===== src/rtl/seg7_pkg.sv =====
// Shared seven-segment definitions: widths, off patterns, glyph table and buffer layout.
package seg7_pkg;

    localparam int unsigned NIB_W      = 4;
    localparam int unsigned SEG_W      = 8;
    localparam int unsigned AN_W       = 4;
    localparam int unsigned NUM_DIGITS = 4;
    localparam int unsigned IDX_W      = 2;
    localparam int unsigned GLYPH_W    = 7;

    localparam logic [SEG_W-1:0] SEG_OFF = 8'hFF;
    localparam logic [AN_W-1:0]  AN_OFF  = 4'hF;

    // Active-low {g,f,e,d,c,b,a} for hex digits 0..F
    localparam logic [GLYPH_W-1:0] GLYPH [16] = '{
        7'h40, 7'h79, 7'h24, 7'h30, 7'h19, 7'h12, 7'h02, 7'h78,
        7'h00, 7'h10, 7'h08, 7'h03, 7'h46, 7'h21, 7'h06, 7'h0E
    };

    typedef struct packed {
        logic [NUM_DIGITS*NIB_W-1:0] digits;
        logic [NUM_DIGITS-1:0]       blank;
        logic [NUM_DIGITS-1:0]       dp;
    } disp_cfg_t;

    typedef struct packed {
        disp_cfg_t d0;
        disp_cfg_t d1;
    } frame_buf_t;

    function automatic logic [SEG_W-1:0] hex_to_seg(input logic [NIB_W-1:0] nibble,
                                                    input logic             dp);
        return {~dp, GLYPH[nibble]};
    endfunction

endpackage


===== src/rtl/seg7_scan_timer.sv =====
// Slot timing for the digit scan: tick counter within a slot and the 2-bit slot index.
module seg7_scan_timer
    import seg7_pkg::*;
#(
    parameter int unsigned DIGIT_TICKS = 100000,
    parameter int unsigned BLANK_TICKS = 2000
) (
    input  logic             clk,
    input  logic             rst,
    output logic [IDX_W-1:0] idx,
    output logic             in_blank,
    output logic             slot_end,
    output logic             frame_end
);

    localparam int unsigned CNT_W = (DIGIT_TICKS > 1) ? $clog2(DIGIT_TICKS) : 1;
    localparam logic [CNT_W-1:0] CNT_LAST  = CNT_W'(DIGIT_TICKS - 1);
    localparam logic [CNT_W-1:0] CNT_BLANK = CNT_W'(BLANK_TICKS);
    localparam logic [IDX_W-1:0] IDX_LAST  = IDX_W'(NUM_DIGITS - 1);

    logic [CNT_W-1:0] cnt;

    assign slot_end  = (cnt == CNT_LAST);
    assign in_blank  = (cnt < CNT_BLANK);
    assign frame_end = slot_end && (idx == IDX_LAST);

    always_ff @(posedge clk) begin
        if (rst) begin
            cnt <= '0;
            idx <= '0;
        end else if (slot_end) begin
            cnt <= '0;
            idx <= idx + IDX_W'(1);
        end else begin
            cnt <= cnt + CNT_W'(1);
        end
    end

endmodule


===== src/rtl/seven_seg_scanner.sv =====
// Double-buffered, time-multiplexed driver for two 4-digit common-anode displays
// scanned in lockstep, with an anode-off interval at the start of every slot.
module seven_seg_scanner
    import seg7_pkg::*;
#(
    parameter int unsigned DIGIT_TICKS = 100000,
    parameter int unsigned BLANK_TICKS = 2000
) (
    input  logic                        clk,
    input  logic                        rst,
    input  logic [NUM_DIGITS*NIB_W-1:0] d0_digits,
    input  logic [NUM_DIGITS*NIB_W-1:0] d1_digits,
    input  logic [NUM_DIGITS-1:0]       d0_blank,
    input  logic [NUM_DIGITS-1:0]       d1_blank,
    input  logic [NUM_DIGITS-1:0]       d0_dp,
    input  logic [NUM_DIGITS-1:0]       d1_dp,
    input  logic                        load,
    output logic [SEG_W-1:0]            D0_seg,
    output logic [AN_W-1:0]             D0_a,
    output logic [SEG_W-1:0]            D1_seg,
    output logic [AN_W-1:0]             D1_a,
    output logic                        frame_done
);

    localparam logic [IDX_W-1:0] IDX_LAST = IDX_W'(NUM_DIGITS - 1);

    logic [IDX_W-1:0] idx;
    logic             in_blank;
    logic             slot_end;
    logic             frame_end;
    logic             swap_edge;

    frame_buf_t in_buf;
    frame_buf_t act_q;
    frame_buf_t pend_q;
    logic       pend_valid_q;

    logic [SEG_W-1:0] d0_seg_c;
    logic [AN_W-1:0]  d0_a_c;
    logic [SEG_W-1:0] d1_seg_c;
    logic [AN_W-1:0]  d1_a_c;
    logic [AN_W-1:0]  an_sel_c;

    seg7_scan_timer #(
        .DIGIT_TICKS (DIGIT_TICKS),
        .BLANK_TICKS (BLANK_TICKS)
    ) u_timer (
        .clk       (clk),
        .rst       (rst),
        .idx       (idx),
        .in_blank  (in_blank),
        .slot_end  (slot_end),
        .frame_end (frame_end)
    );

    assign in_buf    = {d0_digits, d0_blank, d0_dp, d1_digits, d1_blank, d1_dp};
    assign swap_edge = slot_end && (idx == IDX_LAST);
    assign an_sel_c  = ~(AN_W'(1) << idx);

    // Next segment/anode values for the current slot, both displays decoded side by side
    always_comb begin
        d0_seg_c = SEG_OFF;
        d0_a_c   = AN_OFF;
        d1_seg_c = SEG_OFF;
        d1_a_c   = AN_OFF;
        if (!in_blank) begin
            if (!act_q.d0.blank[idx]) begin
                d0_a_c   = an_sel_c;
                d0_seg_c = hex_to_seg(act_q.d0.digits[{idx, 2'b00} +: NIB_W], act_q.d0.dp[idx]);
            end
            if (!act_q.d1.blank[idx]) begin
                d1_a_c   = an_sel_c;
                d1_seg_c = hex_to_seg(act_q.d1.digits[{idx, 2'b00} +: NIB_W], act_q.d1.dp[idx]);
            end
        end
    end

    always_ff @(posedge clk) begin
        if (rst) begin
            D0_seg       <= SEG_OFF;
            D0_a         <= AN_OFF;
            D1_seg       <= SEG_OFF;
            D1_a         <= AN_OFF;
            frame_done   <= 1'b0;
            act_q        <= '0;
            pend_q       <= '0;
            pend_valid_q <= 1'b0;
        end else begin
            D0_seg     <= d0_seg_c;
            D0_a       <= d0_a_c;
            D1_seg     <= d1_seg_c;
            D1_a       <= d1_a_c;
            frame_done <= frame_end;
            // A load on the wrap edge bypasses the pending buffer
            if (load && swap_edge) begin
                act_q        <= in_buf;
                pend_valid_q <= 1'b0;
            end else if (load) begin
                pend_q       <= in_buf;
                pend_valid_q <= 1'b1;
            end else if (swap_edge && pend_valid_q) begin
                act_q        <= pend_q;
                pend_valid_q <= 1'b0;
            end
        end
    end

endmodule


===== config.mk =====
export PLATFORM = sky130hd
export DESIGN_NAME = seven_seg_scanner
export DESIGN_NICKNAME = d
export VERILOG_FILES = /design/src/rtl/seg7_pkg.sv /design/src/rtl/seg7_scan_timer.sv /design/src/rtl/seven_seg_scanner.sv
export SDC_FILE = /design/constraint.sdc
export NUM_CORES = 1
export LEC_CHECK = 0
export CELL_PAD_IN_SITES_DETAIL_PLACEMENT = 1
export CELL_PAD_IN_SITES_GLOBAL_PLACEMENT = 1
export CORE_MARGIN = 2
export CORE_UTILIZATION = 43
export CTS_CLUSTER_SIZE = 10
export DETAILED_ROUTE_END_ITERATION = 16
export GPL_ROUTABILITY_DRIVEN = 0
export GPL_TIMING_DRIVEN = 0
export PLACE_DENSITY_LB_ADDON = 0.1
export SYNTH_ARGS = -nofsm -noshare
export SYNTH_HDL_FRONTEND = slang
export SYNTH_SLANG_ARGS = --single-unit

===== constraint.sdc =====
create_clock -name clk -period 2.6 [get_ports clk]
set_clock_uncertainty 0.15 [all_clocks]
set_input_delay 0.39 -clock clk [delete_from_list [all_inputs] [get_ports clk]]
set_output_delay 0.39 -clock clk [all_outputs]
set_load 0.01 [all_outputs]

Word-level counts from Yosys, hierarchy flattened
Memories as Yosys holds them, arrays and structs flattened. A register that Yosys moved wholly into a read port is not among the register bits. Cells that the tools add are included.

Flip-flop bits (word level): 141. ROM bits: 224. Input port bits: 51. Memories kept: 2.

Add/sub/neg operators: 2. Order comparisons: 4. Equality and inequality tests: 3. Shift-type cells: 3. Muxes and demuxes: 17. Bitwise operators: 6. Reductions and logical operators: 11.

Memory list: (no name shown) (depth 16, width 7, read ports 1, clocked after Yosys merged registers in 1, wr ports 0, RTL line seg7_pkg.sv:33) `return {~dp, GLYPH[nibble]};`; (no name shown) (depth 16, width 7, read ports 1, clocked after Yosys merged registers in 1, wr ports 0, RTL line seg7_pkg.sv:33).

Operators with widths (count): 48-bit 2-to-1 mux (3); 16-bit by 5-bit indexed part select with 4-bit output (2); 7-bit 2-to-1 mux (4); 17-bit by 1-bit adder with 17-bit output (second input constant) (1); 17-bit == test (second input constant) (1); 17-bit by 11-bit < comparator with 1-bit output (second input constant) (1); 5-bit greater-or-equal comparator (second input constant) (2); 4-bit inverter with 5-bit output (2); 1-bit binary-select mux with 2-bit select (4); 1-bit 2-to-1 mux (6); 3-bit OR reduction (2); 4-bit inverter (1); 2-bit AND reduction (2); 2-bit nonzero test (2); 2-bit OR reduction (2); 1-bit by 2-bit left shift with 4-bit output (first input constant) (1); 1-bit logical AND (3); 2-bit by 3-bit < comparator with 1-bit output (second input constant) (1); 1-bit inverter (3); 2-bit by 1-bit adder with 2-bit output (second input constant) (1); 2-bit == test (second input constant) (1); 2-bit by 1-bit inequality test with 1-bit output (second input constant) (1).

Longest topological paths before layout
Word-level depth: 6. Depth in mapped cells: 9. Mapped depth without buffers: 7.

By module
From an unflattened synthesis, not the netlist that was laid out.

Cells, all modules: 686. Area total of the unflattened synthesis: 6124.6 sq um.

By module, submodules not included: seven_seg_scanner (times used 1, cells each 579, area an instance 5178.7 sq um, sequential area each 2442.3 sq um); seg7_scan_timer (times used 1, cells each 107, area an instance 945.9 sq um, sequential area each 380.4 sq um).

Worst setup path before layout
No wires, ideal clock.

Kind: flip-flop to flip-flop. Start: reg u_timer.idx[0]. End: reg D0_seg[0]. Arrival: 2.105 ns. Path slack: 0.220 ns. Stages on the path, launching flop included: 9. Path buffers: 2. Clock period less this slack: 2.380 ns. Cell sequence: dfxtp_1 > buf_4 > buf_2 > mux4_2 > ha_1 > nor3b_1 > a21oi_1 > a21oi_1 > o21ai_0.

Word-level cells in the longest chain between the ends: 3. Elaborated cells on any way between the ends: 5.

Ends and longest elaborated chain: from (decl) (RTL line seg7_scan_timer.sv:10) `output logic [IDX_W-1:0] idx,`; from (signal assigned) (RTL line seg7_scan_timer.sv:33) `idx <= idx + IDX_W'(1);`; branches (longest 3 deep; another with 16-bit by 5-bit indexed part select with 4-bit output); to (decl) (RTL line seven_seg_scanner.sv:18) `output logic [SEG_W-1:0] D0_seg,`.

Parallel ways; which one is timed is not known. The select of a mux whose other input is x is not followed. A chain may end at the register's enable or synchronous reset.

Worst setup path after layout
Same ends and word-level chain as after synthesis.

==> qor.yml <==
synthesis:
  ys_ff_latch: 141
  synth_enable_flop_cells: 0
  syn_nets: 700
  yosysWarnings: 0
  synth_fa_ha_area_share_pct: 3.50
  ys.flop_type: "dfxtp_1"
  synth_top_family_by_area: "compound AO/OA/AOI/OAI gates"
  synth_mux_area_share_pct: 14.1
  syn_inst: 632
  synth_cell_types: 41
  synth_seq_area_share_pct: 46.5
  synth-xor-area-share_pct: 2.74
  syn_area_per_cell_um2: 9.61
  yosys.area_share.simple_pct: 14.1
  syn_area_um2: 6070
  synth-compound-area-share_pct: 14.9
  async_flop_share_pct: 0
pwr:
  pwr-share-seq_pct: 47.7
  pwr-share-comb_pct: 6.6
  power.density_nw_per_um2: 616
  power_switching_mw: 1.03
  vdd.ir_drop.worst_mv: 0.428
  clockPowerShare_pct: 45.7
  p_int_mw: 3.65
  p_sw_share_pct: 22.0
  p_leak_nw: 2.86
routing:
  first_pass_iters: 4
  drc: 0
  routed_wl_um: 16600
  drtIter0Drc: 263
  viasPerCell: 5.49
  vias: 5030
  wire_per_inst_um: 18.1
  ant_nets: 0
global_route:
  grt_overflow: 0
  grt_pass1_vias: 5285
  antenna_found_initial: 0
  grt_pass1_wl_um: 26700
  gr-usage-all-layers_pct: 23.1
  grt_max_degree: 20
worst_hold_path:
  hp-class: "reg2reg"
final_layout:
  nets: 795
  n_antenna_cell: 0
  n_fill_cell: 1551
  drive_gt1_share_pct: 9.24
  syn_to_final_growth_pct: 25.0
  stdcell_count: 916
  final_area_um2: 7590
setup_path:
  cp_data_arrival_time_ps: 2630
  critPathTopFamily: "multiplexers"
  end_kind: "register"
  cp.required_ps: 2790
  path_max_fanout: 19
  path_class: "reg2reg"
  critPathSlowestCell: "mux4_2"
  critPathMaxStageDelay_ps: 620
  worstPathCellList: "buf_12, mux4_2, inv_1, ha_1, nor2_1, a211oi_1, a21oi_1, o21ai_0"
  worstPathBufferInverterCount: 2
  start_kind: "register"
floorplan:
  dieWidth_um: 123
  io_pins: 76
  die_h_um: 123
  coreArea_um2: 13800
  row_count: 43
  fp.dieArea_um2: 15100
  initial_core_util_pct: 43.9
clock_network:
  clkSlewWorstSetupHoldPaths_ps: 60
  cts_root_buffer: "clkbuf_16"
  cts_buffers: 17
  insertion_delay_ps: 420
  cts_sinks: 141
  clock_path_buffers: 2
  cts_tree: "yes"
  cts_max_level: 4
sta:
  worst_pin_slew_ps: 803
  final_hold_viol_count: 0
  slew_headroom_pct: 46.5
  setup_viol_count_final: 0
  min_period_over_period_pct: 93.9
  rsz0062_at_grt: "false"
  fmaxAchievable_mhz: 410
  drv_slew: 0
  min_period_ps: 2440
placement:
  dpl_cell_area_um2: 7040
  portBuffers: 74
  dpl.cell_count: 886
  dpl.hpwl_um: 12000
status:
  outcome: "completed"
job:
  cap_violations: 0
## worst paths after layout
kind                to  slack, ps           start  depth (start not counted)
max          D0_seg[0]        160  u_timer.idx[0]                          8
min          pend_q[5]        310       pend_q[5]                          2
max reg2reg  D0_seg[0]        160  u_timer.idx[0]                          8
min reg2reg  pend_q[5]        310       pend_q[5]                          2
## Yosys cell counts (4+ instances only)
| cell | instances | area (um2) |
|---|---|---|
| o311ai_0 | 4 | 35.0 |
| xnor2_1 | 11 | 96.3 |
| ha_1 | 17 | 213 |
| nor3_1 | 4 | 20.0 |
| buf_6 | 4 | 45.0 |
| o2bb2ai_1 | 48 | 420 |
| mux4_2 | 8 | 180 |
| dfxtp_1 | 141 | 2820 |
| inv_1 | 10 | 37.5 |
| o21ai_0 | 6 | 30.0 |
| clkbuf_1 | 19 | 71.3 |
| a21oi_1 | 59 | 295 |
| buf_2 | 15 | 75.1 |
| and3_1 | 4 | 25.0 |
| nand3_1 | 10 | 50.1 |
| nand2_1 | 129 | 484 |
| nor2_1 | 29 | 109 |
| xor2_1 | 8 | 70.1 |
| o221ai_1 | 6 | 52.6 |
| nand4_1 | 4 | 25.0 |
| mux2_2 | 5 | 56.3 |
| mux2i_1 | 62 | 621 |
## logic make-up after synthesis
kind of cell / after synthesis
flip-flops: 141
buffers and inverters: 53
XOR/XNOR: 19
AO/OA/AOI/OAI: 132
multiplexers: 75
adder cells (fa/ha/maj): 17
AND/OR/NAND/NOR: 195
## layer usage
metal  track usage [%]  routed length [um]  up-vias
met5                 0                   0        -
met3              6.32                 601       27
met4              8.19                 348        0
met2              39.2                8190       93
met1              28.0                7460     2491
li1                  -                   -     2419
## power by group through the flow
stage | sequential [mW] | combinational [mW] | clock (mW)
3_5_place_dp | 2.28 | 0.309 | 0
6_report | 2.23 | 0.309 | 2.14
4_1_cts | 2.23 | 0.312 | 2.17
5_1_grt | 2.24 | 0.341 | 2.25
3_3_place_gp | 2.28 | 0.298 | 0
2_1_floorplan | 2.27 | 0.164 | 0
## tightest hold or removal path, cell delays in order (launching register included)
cell and delay [ps]:
dfxtp_1 310, nand2_1 50, a21oi_1 50
## sequential cells by signal, indices dropped and copies added, names as in the netlist
signal        cells
act_q            48
pend_valid_q      1
D0_a              4
D1_a              4
frame_done        1
D0_seg            8
u_timer.idx       2
pend_q           48
D1_seg            8
u_timer.cnt      17
## cell usage in the layout (no fill, tap or decap), types with 13 or more instances in the layout
cell type	count
dfxtp_1	141
nand2_1	129
clkdlybuf4s50_1	74
mux2i_1	62
a21oi_1	59
o2bb2ai_1	48
nor2_1	28
clkbuf_1	24
clkbuf_16	17
ha_1	16
buf_2	13
## layout make-up
cell class	instances	area, um2	area share (%)
timing repair buffer	77	763	10.0
inverter	11	41.3	0.544
sequential	141	2820	37.2
tap	180	225	2.97
clock buffer	26	499	6.57
clock inverter	2	10.0	0.132
multi-input combinational	438	3010	39.6
buffer	41	228	3.00
## what timing repair did
action | in CTS | in global routing
hold buffers | 0 | 0
setup endpoints to repair | 15 | 57
resized for setup | 1 | 8
pin swaps | 0 | 1
gates cloned | 0 | 0
buffers inserted | 0 | 3
## metrics by stage
stage / total power [mW] / hold slack, ps / util (%) / TNS [ps] / setup WS (ps)
2_1_floorplan: 2.44 / 277 / - / 0 / 220
3_3_place_gp: 2.57 / 291 / 50.9 / -1030 / -327
3_5_place_dp: 2.59 / 298 / 50.9 / -1290 / -252
4_1_cts: 4.71 / 310 / 54.6 / 0 / 15.9
5_1_grt: 4.83 / 326 / 54.9 / 0 / 11.5
6_report: 4.68 / 308 / 54.9 / 0 / 159
Power figures use the tool's default switching activity.
==> RTL edit, RTL diff (same flow settings) <==
Add an input register stage for `d0_dp`, with the module's reset; this delays it by one clock. The other inputs are not delayed to match.
--- a/src/rtl/seven_seg_scanner.sv
+++ b/src/rtl/seven_seg_scanner.sv
@@ -23,6 +23,16 @@
 );
 
     localparam logic [IDX_W-1:0] IDX_LAST = IDX_W'(NUM_DIGITS - 1);
+
+    logic [NUM_DIGITS-1:0] d0_dp_q;
+
+    always_ff @(posedge clk) begin
+        if (rst) begin
+            d0_dp_q <= '0;
+        end else begin
+            d0_dp_q <= d0_dp;
+        end
+    end
 
     logic [IDX_W-1:0] idx;
     logic             in_blank;
@@ -53,7 +63,7 @@
         .frame_end (frame_end)
     );
 
-    assign in_buf    = {d0_digits, d0_blank, d0_dp, d1_digits, d1_blank, d1_dp};
+    assign in_buf    = {d0_digits, d0_blank, d0_dp_q, d1_digits, d1_blank, d1_dp};
     assign swap_edge = slot_end && (idx == IDX_LAST);
     assign an_sel_c  = ~(AN_W'(1) << idx);
 
Behaviour: same outputs for any inputs over 10 cycles, from zero or initial values and one cycle with rst high; that may be too few to reach the edited logic, so the function may still have changed.
==> RTL edit against the unedited design <==
Sequential share of layout area is 0.42 points higher; via count is 0.50% lower; design area is 1.7% higher; hold slack worse by 0.0038 ns; sequential cell count is 4 higher; area after synthesis is 1.8% higher; routed wire length is 0.51% lower; setup slack worse by 0.071 ns; total power is 4.5% higher; fmax is 2.8% lower; combinational power hardly changed; critical path type unchanged; critical endpoint is now D1_seg[0].
==> RTL edit: results (changes against the unedited design) <==
** Synth
- Number of different library cells in the post-synthesis netlist :: 42 (+2.4%)
- Largest cells by area after synthesis :: sky130_fd_sc_hd__dfxtp_1 (47%), sky130_fd_sc_hd__mux2i_1 (10%), sky130_fd_sc_hd__nand2_1 (7.8%), sky130_fd_sc_hd__o2bb2ai_1 (6.8%), sky130_fd_sc_hd__a21oi_1 (4.8%)
- Post-synth ARST share :: 0% (unchanged)
- For this run, the leading register cell type out of synthesis is sky130_fd_sc_hd__dfxtp_1.
- Syn. warnings :: 0 (unchanged)
- The net count after synthesis is 709 (+1.3%).
- Counting instances in the post-synthesis netlist gives the leading cell types as sky130_fd_sc_hd__dfxtp_1 (145), sky130_fd_sc_hd__nand2_1 (129), sky130_fd_sc_hd__mux2i_1 (62).
- The sequential fraction of the synthesis area was 46.9% (+0.48 points).

** Clocking
- The maximum root-to-sink buffer count was 2 (unchanged).
- The H-tree depth is 4 (unchanged).
- Root Driver :: sky130_fd_sc_hd__clkbuf_16
- The later-pin clock latency in the skew report came to 0.42 ns (about the same).
- Inserted Clock Buffers :: 17 (unchanged)
- The clock transition at the register clock pins on the worst setup and hold paths after CTS is 0.06 ns (about the same).

** Placed design
- The detailed-placement wirelength estimate came to 12.0 mm (-0.70%).
- Cell Area, Placed :: 7140 um^2 (+1.4%)
- I/O Buffers :: 73 (-1.4%)

** Global route
- Pin count of the biggest net entering global routing :: 20 (unchanged)
- Initial antenna violation count :: 0 (unchanged)
- GRT Util Overall :: 22.6% (-0.48 points)
- The wire length of the first global-routing pass was 26.3 mm (-1.4%).
- The via count of the first global-routing pass came to 5121 (-3.1%).

** Pwr
- Total leakage power :: 2.93 nW (+2.3%)
- Largest vdd supply drop :: 0.432 mV (+0.86%)
- Switch share :: 21.9% (-0.097 points)

** Cells and area
- The layout filler cell count was 1608 (+3.7%).
- Count of inserted antenna diode cells :: 0 (unchanged)
- Fraction of final layout cells with drive strength greater than 1 :: 9.22% (-0.015 points)
- Largest registers :: act_q x48, pend_q x48, u_timer.cnt x17
- The number of nets at the end of the flow came to 804 (+1.1%).

** Drt
- Number of design-rule violations left by the first detailed-router iteration :: 229 (-13%)
- Detailed-route vias per instance :: 5.39 (-1.8%)
- Drt first pass iters :: 4 (unchanged)
- Total Wirelength :: 16.5 mm (-0.51%)

** Outcome
- Run status :: finished, final reports clean

** Setup path
- Cell with the biggest individual delay on the critical path :: sky130_fd_sc_hd__mux4_2
- Depth of the worst register-to-register path :: 8 (unchanged)
- The largest fanout of any net on the critical path came to 19 (unchanged).
- The largest incremental delay on the critical path was 0.64 ns (+0.02 ns).

** Min path
- The tightest min-delay check is of the register to register type.
- Number of stages on the worst hold path :: 2 (unchanged)

** Timing
- The headroom to the max-slew limit came to 46.5% (+0.070 points).
- Hold Fails Final Rpt :: 0 (unchanged)

** Job
- Max Cap Violations :: 0 (unchanged)
## RTL edit: area by class of cell
cell class / instances / area (um^2) / area share (%)
plain buffers: 42 / 224 / 2.90
clock buffers: 25 / 495 / 6.42
clock inverters: 6 / 55.1 / 0.713
inverters: 11 / 41.3 / 0.535
multi-input cells: 442 / 3020 / 39.1
flip-flops and latches: 145 / 2900 / 37.6
well taps: 180 / 225 / 2.92
repair buffers: 77 / 761 / 9.85
## RTL edit: what timing repair did
action | 4_1_cts | 5_1_grt
setup endpoints to repair | 9 | 8
gates cloned | 0 | 0
setup buffers | 0 | 4
endpoints found under the hold margin | 0 | 0
gates resized for setup | 0 | 2
## RTL edit: metrics by stage
step                      power (W)  setup TNS, ns  setup WS [ns]  std cells
after detailed placement    0.00266         -0.904         -0.241        894
final                       0.00489              0         0.0878        928
after global placement      0.00264         -0.410         -0.151        894
after global routing        0.00508        -0.0286        -0.0216        928
after CTS                   0.00494              0         0.0101        924
after floorplan             0.00250              0          0.220        641
## RTL edit: worst paths after layout
| path | start | to | slack [ns] |
|---|---|---|---|
| worst min-delay path | pend_q[40] | pend_q[40] | 0.30 |
| worst min register to register | pend_q[40] | pend_q[40] | 0.30 |
| worst max register to register | u_timer.idx[0] | D1_seg[0] | 0.09 |
| worst max-delay path | u_timer.idx[0] | D1_seg[0] | 0.09 |
## RTL edit: worst max-delay path: cells and delay by family (launching register included)
family	cells	cell delay, ns
AOI/OAI and AO/OA	3	0.51
adders and majority gates	1	0.23
buffers and inverters	2	0.42
DFF	1	0.40
muxes	1	0.64
and+or+nand+nor	1	0.08
## RTL edit: cells by family (layout without fill, tap and decap cells)
logic type | count (synthesis) | count (layout) | share of synthesized area (%)
AO/OA/AOI/OAI | 132 | 132 | 14.6
XOR/XNOR | 19 | 19 | 2.69
adder cells (fa/ha/maj) | 17 | 17 | 3.44
buffers and inverters | 54 | 161 | 4.25
flip-flops | 145 | 145 | 46.9
multiplexers | 75 | 75 | 13.9
AND/OR/NAND/NOR | 199 | 199 | 14.2
## RTL edit: power by group through the flow
stage               clock network [W]  registers (W)  logic [W]
floorplan                           0        0.00234   0.000166
global route                  0.00243        0.00230   0.000340
finish                        0.00228        0.00230   0.000310
global placement                    0        0.00234   0.000300
CTS                           0.00232        0.00230   0.000314
detailed placement                  0        0.00234   0.000310
## RTL edit: per-layer routing
metal / routed length (um) / vias up / track usage (%)
met5: 0 / - / 0
met4: 200 / 0 / 7.87
met3: 643 / 16 / 4.95
met2: 8170 / 91 / 38.2
met1: 7500 / 2451 / 28.5
li1: - / 2447 / -
